`config.mk`:
```
export PLATFORM = sky130hd
export DESIGN_NAME = key_input_ctrl
export DESIGN_NICKNAME = d
export VERILOG_FILES = /design/src/rtl/key_input_pkg.sv /design/src/rtl/key_debouncer.sv /design/src/rtl/key_input_ctrl.sv
export SDC_FILE = /design/constraint.sdc
export NUM_CORES = 1
export LEC_CHECK = 0
export CAP_MARGIN = 20
export CELL_PAD_IN_SITES_DETAIL_PLACEMENT = 0
export CELL_PAD_IN_SITES_GLOBAL_PLACEMENT = 1
export CORE_ASPECT_RATIO = 1.1
export CORE_UTILIZATION = 44
export DETAILED_ROUTE_END_ITERATION = 8
export GPL_ROUTABILITY_DRIVEN = 1
export PLACE_DENSITY_LB_ADDON = 0.1
export SLEW_MARGIN = 20
export SYNTH_ARGS = -nofsm -noshare
export SYNTH_HDL_FRONTEND = slang
export SYNTH_SLANG_ARGS = --single-unit
```
`constraint.sdc`:
```
create_clock -name IO_Clock -period 4.17 [get_ports IO_Clock]
set_input_delay 0.834 -clock IO_Clock [delete_from_list [all_inputs] [get_ports IO_Clock]]
set_output_delay 0.834 -clock IO_Clock [all_outputs]
set_load 0.03 [all_outputs]
```
`src/rtl/key_input_pkg.sv`:
```
// Shared definitions for the key input stage: register map, CONFIG bit
// positions, CONFIG reset value and the interrupt priority helper.
package key_input_pkg;

    // Register word addresses
    localparam logic [1:0] ADDR_STATE   = 2'd0;
    localparam logic [1:0] ADDR_PENDING = 2'd1;
    localparam logic [1:0] ADDR_MASK    = 2'd2;
    localparam logic [1:0] ADDR_CONFIG  = 2'd3;

    // CONFIG bit positions
    localparam int CFG_PRESS   = 0;
    localparam int CFG_RELEASE = 1;

    // Press events enabled, release events disabled out of reset
    localparam logic [1:0] CFG_RESET = 2'b01;

    // Index of the lowest set bit; returns 0 for an all-zero vector, callers
    // qualify with a separate "any set" test.
    function automatic logic [1:0] lowest_set(input logic [3:0] vec);
        logic [1:0] idx;
        casez (vec)
            4'b???1: idx = 2'd0;
            4'b??10: idx = 2'd1;
            4'b?100: idx = 2'd2;
            4'b1000: idx = 2'd3;
            default: idx = 2'd0;
        endcase
        return idx;
    endfunction

endpackage

```
`src/rtl/key_debouncer.sv`:
```
// One key: two-flop synchroniser on the raw active-low pin, stability
// counter and accepted (debounced) level, plus one-cycle edge pulses that
// coincide with the cycle the accepted level changes.
module key_debouncer
    import key_input_pkg::*;
#(
    parameter int DEBOUNCE_CYCLES = 20000,
    parameter int CNT_WIDTH       = 15
) (
    input  logic clk,
    input  logic rst_n,
    input  logic key_n,
    output logic stable,
    output logic press_pulse,
    output logic release_pulse
);

    localparam logic [CNT_WIDTH-1:0] CNT_LAST = CNT_WIDTH'(DEBOUNCE_CYCLES - 1);
    localparam logic [CNT_WIDTH-1:0] CNT_ONE  = CNT_WIDTH'(1);
    localparam logic [CNT_WIDTH-1:0] CNT_ZERO = {CNT_WIDTH{1'b0}};

    logic                 sync1_r;
    logic                 sync2_r;
    logic                 level_s;
    logic                 stable_r;
    logic                 press_r;
    logic                 release_r;
    logic [CNT_WIDTH-1:0] count_r;

    // Bring the asynchronous pin into the clock domain; resets to "released"
    always_ff @(posedge clk or negedge rst_n) begin
        if (!rst_n) begin
            sync1_r <= 1'b1;
            sync2_r <= 1'b1;
        end else begin
            sync1_r <= key_n;
            sync2_r <= sync1_r;
        end
    end

    // Pressed-high view of the synchronised pin
    assign level_s = ~sync2_r;

    // Accept a new level only after it has been seen for DEBOUNCE_CYCLES
    // consecutive cycles; any return to the accepted level restarts the count.
    always_ff @(posedge clk or negedge rst_n) begin
        if (!rst_n) begin
            count_r   <= CNT_ZERO;
            stable_r  <= 1'b0;
            press_r   <= 1'b0;
            release_r <= 1'b0;
        end else if (level_s == stable_r) begin
            count_r   <= CNT_ZERO;
            press_r   <= 1'b0;
            release_r <= 1'b0;
        end else if (count_r == CNT_LAST) begin
            count_r   <= CNT_ZERO;
            stable_r  <= level_s;
            press_r   <= level_s;
            release_r <= ~level_s;
        end else begin
            count_r   <= count_r + CNT_ONE;
            press_r   <= 1'b0;
            release_r <= 1'b0;
        end
    end

    assign stable        = stable_r;
    assign press_pulse   = press_r;
    assign release_pulse = release_r;

endmodule

```
`src/rtl/key_input_ctrl.sv`:
```
// Key input stage: per-key debouncers, pending event latch, mask/config
// registers, registered read port and a level interrupt request with
// ID/acknowledge handshake.
module key_input_ctrl
    import key_input_pkg::*;
#(
    parameter int NUM_KEYS        = 4,
    parameter int DEBOUNCE_CYCLES = 20000,
    parameter int CNT_WIDTH       = 15
) (
    input  logic                IO_Clock,
    input  logic                IO_Reset,
    input  logic [NUM_KEYS-1:0] Keys,
    input  logic                RdEn,
    input  logic                WrEn,
    input  logic [1:0]          Address,
    input  logic [31:0]         WrData,
    output logic [31:0]         RdData,
    output logic                IntReq,
    output logic [1:0]          IntId,
    input  logic                IntAck,
    output logic [NUM_KEYS-1:0] KeyState
);

    localparam logic [NUM_KEYS-1:0] KEYS_ZERO = {NUM_KEYS{1'b0}};

    logic [NUM_KEYS-1:0] stable_s;
    logic [NUM_KEYS-1:0] press_s;
    logic [NUM_KEYS-1:0] release_s;
    logic [NUM_KEYS-1:0] event_s;
    logic [NUM_KEYS-1:0] w1c_s;
    logic [NUM_KEYS-1:0] ack_clr_s;
    logic [NUM_KEYS-1:0] pending_next_s;
    logic [3:0]          req_vec_s;
    logic [31:0]         rd_mux_s;
    logic                unused_wr_s;

    logic [NUM_KEYS-1:0] pending_r;
    logic [NUM_KEYS-1:0] mask_r;
    logic [1:0]          cfg_r;
    logic                int_req_r;
    logic [1:0]          int_id_r;
    logic [31:0]         rd_data_r;

    for (genvar k = 0; k < NUM_KEYS; k++) begin : g_key
        key_debouncer #(
            .DEBOUNCE_CYCLES (DEBOUNCE_CYCLES),
            .CNT_WIDTH       (CNT_WIDTH)
        ) u_debouncer (
            .clk           (IO_Clock),
            .rst_n         (IO_Reset),
            .key_n         (Keys[k]),
            .stable        (stable_s[k]),
            .press_pulse   (press_s[k]),
            .release_pulse (release_s[k])
        );
    end

    // Write data bits above the widest register field are never stored
    assign unused_wr_s = ^WrData[31:NUM_KEYS];

    // Next PENDING: enabled edge events set, W1C write and acknowledge clear;
    // a set wins over a clear of the same bit.
    always_comb begin
        event_s   = (press_s   & {NUM_KEYS{cfg_r[CFG_PRESS]}})
                  | (release_s & {NUM_KEYS{cfg_r[CFG_RELEASE]}});
        w1c_s     = KEYS_ZERO;
        ack_clr_s = KEYS_ZERO;
        if (WrEn && (Address == ADDR_PENDING)) begin
            w1c_s = WrData[NUM_KEYS-1:0];
        end else begin
            w1c_s = KEYS_ZERO;
        end
        if (IntAck && int_req_r) begin
            for (int k = 0; k < NUM_KEYS; k++) begin
                ack_clr_s[k] = (int_id_r == 2'(k));
            end
        end else begin
            ack_clr_s = KEYS_ZERO;
        end
        pending_next_s = (pending_r & ~(w1c_s | ack_clr_s)) | event_s;
    end

    // Requesting keys, widened to the fixed 4-bit priority encoder input
    always_comb begin
        req_vec_s                 = 4'b0000;
        req_vec_s[NUM_KEYS-1:0]   = pending_r & mask_r;
    end

    // Read mux, zero-extended; unused bits read 0
    always_comb begin
        rd_mux_s = 32'd0;
        case (Address)
            ADDR_STATE:   rd_mux_s[NUM_KEYS-1:0] = stable_s;
            ADDR_PENDING: rd_mux_s[NUM_KEYS-1:0] = pending_r;
            ADDR_MASK:    rd_mux_s[NUM_KEYS-1:0] = mask_r;
            ADDR_CONFIG:  rd_mux_s[1:0]          = cfg_r;
            default:      rd_mux_s               = 32'd0;
        endcase
    end

    // Pending event latch
    always_ff @(posedge IO_Clock or negedge IO_Reset) begin
        if (!IO_Reset) begin
            pending_r <= KEYS_ZERO;
        end else begin
            pending_r <= pending_next_s;
        end
    end

    // MASK and CONFIG registers; STATE is read-only and ignores writes
    always_ff @(posedge IO_Clock or negedge IO_Reset) begin
        if (!IO_Reset) begin
            mask_r <= KEYS_ZERO;
            cfg_r  <= CFG_RESET;
        end else if (WrEn) begin
            case (Address)
                ADDR_MASK:   mask_r <= WrData[NUM_KEYS-1:0];
                ADDR_CONFIG: cfg_r  <= WrData[1:0];
                default: begin
                    mask_r <= mask_r;
                    cfg_r  <= cfg_r;
                end
            endcase
        end else begin
            mask_r <= mask_r;
            cfg_r  <= cfg_r;
        end
    end

    // Interrupt request and lowest-index ID; ID holds when nothing requests
    always_ff @(posedge IO_Clock or negedge IO_Reset) begin
        if (!IO_Reset) begin
            int_req_r <= 1'b0;
            int_id_r  <= 2'd0;
        end else if (|req_vec_s) begin
            int_req_r <= 1'b1;
            int_id_r  <= lowest_set(req_vec_s);
        end else begin
            int_req_r <= 1'b0;
            int_id_r  <= int_id_r;
        end
    end

    // Registered read data; sampled from pre-write state, held when idle
    always_ff @(posedge IO_Clock or negedge IO_Reset) begin
        if (!IO_Reset) begin
            rd_data_r <= 32'd0;
        end else if (RdEn) begin
            rd_data_r <= rd_mux_s;
        end else begin
            rd_data_r <= rd_data_r;
        end
    end

    assign RdData   = rd_data_r;
    assign IntReq   = int_req_r;
    assign IntId    = int_id_r;
    assign KeyState = stable_s;

endmodule

```
==> results of run 1 <==
[cell usage in the layout (no fill, tap or decap), types with 9 or more instances in the layout]
cell type and instances:
xnor2_1 43, xor2_1 12, conb_1 28, nor3_1 16
inv_1 19, clkdlybuf4s50_1 24, nand2_1 28, nand3_1 25
nor2_1 77, nand4_1 12, dfstp_2 9, clkbuf_8 10
dfrtp_1 88, nor4_1 15
[sequential cells by signal, indices dropped and copies added, names as in the netlist, 2 cells and up]
register and count:
RdData 4, mask_r 4, g_key.u_debouncer.stable 4, g_key.u_debouncer.sync1_r 4, g_key.u_debouncer.release_pulse 4, cfg_r 2, pending_r 4, g_key.u_debouncer.sync2_r 4
IntId 2, g_key.u_debouncer.press_pulse 4, g_key.u_debouncer.count_r 60
[power breakdown]
part	switching (uW)	internal, uW	total [uW]
clock	297	235	532
sequential	40.6	981	1020
combinational	116	63.9	180
total	454	1280	1730
[final timing paths]
path	start	endpoint	slack, ns
worst max-delay path	g_key[1].u_debouncer.stable$_DFFE_PN0P_	KeyState[1]	1.80
worst min-delay path	g_key[0].u_debouncer.sync1_r$_DFF_PN1_	g_key[0].u_debouncer.sync2_r$_DFF_PN1_	0.36
worst max register to register	g_key[1].u_debouncer.count_r[7]$_DFF_PN0_	g_key[1].u_debouncer.count_r[8]$_DFF_PN0_	2.14
worst min register to register	g_key[0].u_debouncer.sync1_r$_DFF_PN1_	g_key[0].u_debouncer.sync2_r$_DFF_PN1_	0.36
max in group asynchronous	IO_Reset	g_key[2].u_debouncer.sync1_r$_DFF_PN1_	2.63
min in group asynchronous	IO_Reset	g_key[1].u_debouncer.count_r[9]$_DFF_PN0_	0.60
[cell families after synthesis]
group	share of synthesized area, %
and+or+nand+nor	20.4
DFF	52.5
buffers and inverters	8.41
xor gates and xnor gates	10.4
AOI/OAI and AO/OA	3.77
muxes	3.34
adders and majority gates	1.08
other	0.0808
[per-stage QoR]
step	std cells	cell area [um^2]	hold slack, ns	util (%)
6_report	616	5020	0.358	49.8
3_3_place_gp	600	4860	0.346	48.2
3_5_place_dp	600	4860	0.347	48.2
2_1_floorplan	474	4740	0.345	-
5_1_grt	616	5020	0.353	49.8
4_1_cts	616	5020	0.358	49.8
[per-layer routing]
metal / vias to the layer above / global-route usage [%] / wire [um]
met1: 1461 / 22.7 / 3980
met3: 10 / 2.61 / 227
met4: 0 / 7.35 / 133
li1: 1498 / - / -
met5: - / 0 / 0
met2: 44 / 24.7 / 3730
[final cells by class]
class                      count  share of cell area [%]
multi-input combinational    318                    38.2
tap                          140                    3.49
clock buffer                  15                    3.12
inverter                      19                    1.42
sequential                    97                    48.6
clock inverter                 1                  0.0998
timing repair buffer          26                    5.09
==> out/metrics.cfg, run 1 <==
[power]
ir_worst_vdd_mv = 0.171
totalPowerFinal_uw = 1730
p_leak_uw = 0.00207
power.density_nw_per_um2 = 346

[timing]
setup_viol_count_final = 0
hold_violations = 0
rsz0062_at_grt = false
fin_crit_ns = 2.37
setup_slack_ns = 1.80
finalSetupTns_ns = 0
max_freq_mhz = 422
tightest_slew_ns = 0.895
fin_crit_sh_pct = 56.8
fin_skew_ns = 0.00683
slew_headroom_pct = 40.3
drv_slew = 0

[detailed_routing]
postRouteWirelength_um = 8080
first_pass_iters = 4
ant_nets = 0
vias = 3013
drc = 0
routed_wire_length_per_instance_um = 13.1
drtIter0Drc = 107
viasPerCell = 4.89

[final_layout]
area_delta_synth_final_pct = 8.06
num_antenna_cells = 0
nets = 518
drive_above_1_share_pct = 8.40
nFillCells = 978
multiInputGateArea_um2 = 1920
seq_area_um2 = 2440

[synthesis]
synth_cell_types = 38
synth_edf_count = 0
synthArstFlopShare_pct = 100
synth_common_cells = dfrtp_1 (88), nor2_1 (77), xnor2_1 (43), buf_4 (33), nand2_1 (28)
syn-mean-instance-area_um2 = 10.4
ys.flop_type = dfrtp_1
synth_warnings = 0
ys_top_cells_by_area = dfrtp_1 (47%), xnor2_1 (8.1%), nor2_1 (6.2%)
ys_seq_area_share_pct = 52.5
ys_ff_latch = 97
synth_top_area_cell = dfrtp_1
netlist_instances = 447
yosys.area.top_type_share_pct = 47.4
synth_area_um2 = 4640
synth.most_common_cell = dfrtp_1

[hold_path]
min_path_type = reg2reg
min_path_cells = 0

[outcome]
status = complete, no violations

[global_routing]
grt_pass1_vias = 2880
grt_pass1_wl_um = 13800
antenna_found_initial = 0
grt_usage_pct = 16.2
gr-total-overflow = 0
grt_max_degree = 72

[clock_network]
ctsResizeCount = 0
holdBufCountCts = 0
cts_tree = done
path_clk_slew_ns = 0.09
clk-insertion-delay-late_ns = 0.35
clockBufferDepth = 2
clockRootBuffer = clkbuf_8
cts_sinks = 97
htreeDepth = 3
postCtsSetupBuffers = 0
cts_buffers = 9

[critical_path]
worstPathMaxFanout = 6
worstPathArrival_ns = 1.53
reg2reg_depth = 4
crit_chain = clkdlybuf4s50_1
cp.depth = 1
end_kind = primary output
cpPeakStageDelay_ns = 0.71
start_kind = flip-flop
critical_path.top_delay_family = buffers and inverters
worst-path-buf-inv = 1
worstSetupPathType = reg2out
slowest_stage = clkdlybuf4s50_1
cp.required_ns = 3.34

[flow_run]
drv_cap = 0

[placement]
place_congestion = 0.780
pre_cts_ws_ns = 1.67
place_hpwl_um = 5610
portBuffers = 25

[die]
initial_core_util_pct = 46.1
coreArea_um2 = 10100
die_area_um2 = 11000
die_w_um = 99.9
rows = 38
die_y_um = 110
io_pins = 82

Note: power is estimated with default switching activity, not from simulation.
==> run 2, diff against run 1 <==
--- a/config.mk
+++ b/config.mk
@@ -9,7 +9,7 @@
 export CELL_PAD_IN_SITES_DETAIL_PLACEMENT = 0
 export CELL_PAD_IN_SITES_GLOBAL_PLACEMENT = 1
 export CORE_ASPECT_RATIO = 1.1
-export CORE_UTILIZATION = 44
+export CORE_UTILIZATION = 37
 export DETAILED_ROUTE_END_ITERATION = 8
 export GPL_ROUTABILITY_DRIVEN = 1
 export PLACE_DENSITY_LB_ADDON = 0.1
==> constraint.sdc (replaced) <==
create_clock -name IO_Clock -period 2 [get_ports IO_Clock]
set_input_delay 0.4 -clock IO_Clock [delete_from_list [all_inputs] [get_ports IO_Clock]]
set_output_delay 0.4 -clock IO_Clock [all_outputs]
set_load 0.03 [all_outputs]
==> run 2 against run 1 <==
Compared with the run above: via count rose by 3.5%; global-route usage fell by 0.81 points; count of clock-buffer cells in the layout fell by 1; sequential power rose by 110%; total power rose by 150%; sequential cell count did not move; sequential share of layout area fell by 3.4 points.
==> out/metrics.cfg, run 2 (synthesized netlist as in run 1, its figures left out) <==
[outcome]
status = complete, no violations

[global_routing]
grt_pass1_vias = 3099  ; +7.6%
grt_usage_pct = 15.4  ; -0.81 points
antenna_found_initial = 0  ; unchanged
grt_pass1_wl_um = 15100  ; +9.6%
gr-total-overflow = 0  ; unchanged
grt_max_degree = 40  ; -44%

[critical_path]
worstPathMaxFanout = 6  ; unchanged
slowest_stage = clkdlybuf4s50_1
worst-path-buf-inv = 1  ; unchanged
end_kind = primary output
worstSetupPathType = reg2out
cpPeakStageDelay_ns = 0.72  ; about the same
crit_chain = clkdlybuf4s50_1
start_kind = flip-flop
cp.required_ns = 1.60  ; -1.74 ns
worstPathArrival_ns = 1.53  ; about the same
critical_path.top_delay_family = buffers and inverters
ff2ff_setup_slack_ns = 0.10  ; -2.04 ns

[detailed_routing]
postRouteWirelength_um = 8870  ; +9.9%
ant_nets = 0  ; unchanged
vias = 3119  ; +3.5%
routed_wire_length_per_instance_um = 13.6  ; +4.0%
drc = 0  ; unchanged
first_pass_iters = 4  ; unchanged
drtIter0Drc = 86  ; -20%
viasPerCell = 4.79  ; -2.0%

[clock_network]
htreeDepth = 3  ; unchanged
clockBufferDepth = 2  ; unchanged
path_clk_slew_ns = 0.07  ; -0.02 ns
clockRootBuffer = clkbuf_16
cts_buffers = 9  ; unchanged
cts_sinks = 97  ; unchanged
cts_tree = done
clk-insertion-delay-late_ns = 0.35  ; about the same

[timing]
fin_skew_ns = 0.00585  ; -0.000975 ns
fin_crit_sh_pct = 96.7
setup_viol_count_final = 0  ; unchanged
tightest_slew_ns = 0.573  ; -0.322 ns
slew_headroom_pct = 61.8  ; +21 points
hold_violations = 0  ; unchanged
finalSetupTns_ns = 0  ; unchanged
max_freq_mhz = 517
setup_slack_ns = 0.0670  ; -1.74 ns
rsz0062_at_grt = false
drv_slew = 0  ; unchanged
fin_crit_ns = 1.93

[final_layout]
nets = 539  ; +4.1%
final_common_cell = dfrtp_1
largest_reg_flops = 60  ; unchanged
num_antenna_cells = 0  ; unchanged
most-common-layout-cells = dfrtp_1 (88), nor2_1 (77), xnor2_1 (43), nand2_1 (28), conb_1 (28)
drive_above_1_share_pct = 12.9  ; +4.5 points
nFillCells = 1192  ; +22%
regMostFlops = g_key.u_debouncer.count_r
area_delta_synth_final_pct = 16.1

[flow_run]
drv_cap = 0  ; unchanged

[power]
ir_worst_vdd_mv = 0.324  ; +90%
p_leak_uw = 0.00231  ; +12%
totalPowerFinal_uw = 4320  ; +150%
power.density_nw_per_um2 = 802  ; +130%

[die]
coreArea_um2 = 12100  ; +20%
die_y_um = 119  ; +8.9%
die_w_um = 109  ; +8.9%
initial_core_util_pct = 38.2  ; -7.8 points
die_area_um2 = 13000  ; +19%
io_pins = 82  ; unchanged
rows = 42  ; +11%

[placement]
place_congestion = 0.762  ; -2.3%
portBuffers = 25  ; unchanged
place_hpwl_um = 6250  ; +11%
pre_cts_ws_ns = 0.0170  ; -1.66 ns

[hold_path]
min_path_type = in2async

## run 2: cell count changes in the layout (fill, tap and decap cells not counted), sizes merged
cell           change
dlymetal6s2s       +2
bufinv             +1
clkdlybuf4s50      -2
clkbuf             -1
buf               +21
## run 2: where the power goes
part | internal [uW] | switching, uW
combinational | 149 | 252
clock | 1070 | 716
sequential | 2050 | 86.2
total | 3270 | 1050
## run 2: per-stage QoR
step | instances | hold WS (ns) | util (%) | cell area [um^2]
after floorplan | 474 | 0.104 | - | 4740
after global placement | 635 | 0.346 | 41.8 | 5070
after detailed placement | 635 | 0.348 | 41.8 | 5070
after CTS | 651 | 0.0608 | 44.3 | 5380
after global routing | 651 | 0.0880 | 44.4 | 5390
final | 651 | 0.0409 | 44.4 | 5390
## run 2: repair_timing
| item | 4_1_cts | 5_1_grt |
|---|---|---|
| gates resized for setup | 0 | 4 |
| buffers inserted | 0 | 0 |
| hold buffers | 0 | 0 |
| endpoints found under the setup margin | 0 | 18 |
## run 2: per-layer routing
| layer | up-vias | share of wire [%] | track usage [%] | wire (um) |
|---|---|---|---|---|
| met1 | 1507 | 48 | 20.9 | 4280 |
| met2 | 50 | 46 | 23.2 | 4120 |
| li1 | 1549 | - | - | - |
| met3 | 13 | 2.8 | 2.72 | 252 |
| met4 | 0 | 2.4 | 8.11 | 215 |
| met5 | - | 0 | 0 | 0 |
## run 2: cell type report
type / instances / area (um^2) / area share (%)
Sequential cell: 97 / 2440 / 45.2
Multi-Input combinational cell: 318 / 1930 / 35.7
Timing Repair Buffer: 47 / 455 / 8.45
Clock buffer: 14 / 274 / 5.08
Tap cell: 154 / 193 / 3.57
Inverter: 19 / 71.3 / 1.32
Clock inverter: 2 / 35.0 / 0.650
## run 2: final timing paths
kind                                                         endpoint                                        from  depth (start not counted)
setup / recovery                                          KeyState[3]     g_key[3].u_debouncer.stable$_DFFE_PN0P_                          1
hold / removal             g_key[1].u_debouncer.count_r[11]$_DFF_PN0_                                    IO_Reset                          1
setup reg to reg              g_key[1].u_debouncer.stable$_DFFE_PN0P_  g_key[1].u_debouncer.count_r[12]$_DFF_PN0_                          5
hold reg to reg                g_key[3].u_debouncer.sync2_r$_DFF_PN1_      g_key[3].u_debouncer.sync1_r$_DFF_PN1_                          0
max in group asynchronous                        cfg_r[0]$_DFFE_PN1P_                                    IO_Reset                          2
min in group IO_Clock          g_key[3].u_debouncer.sync2_r$_DFF_PN1_      g_key[3].u_debouncer.sync1_r$_DFF_PN1_                          0
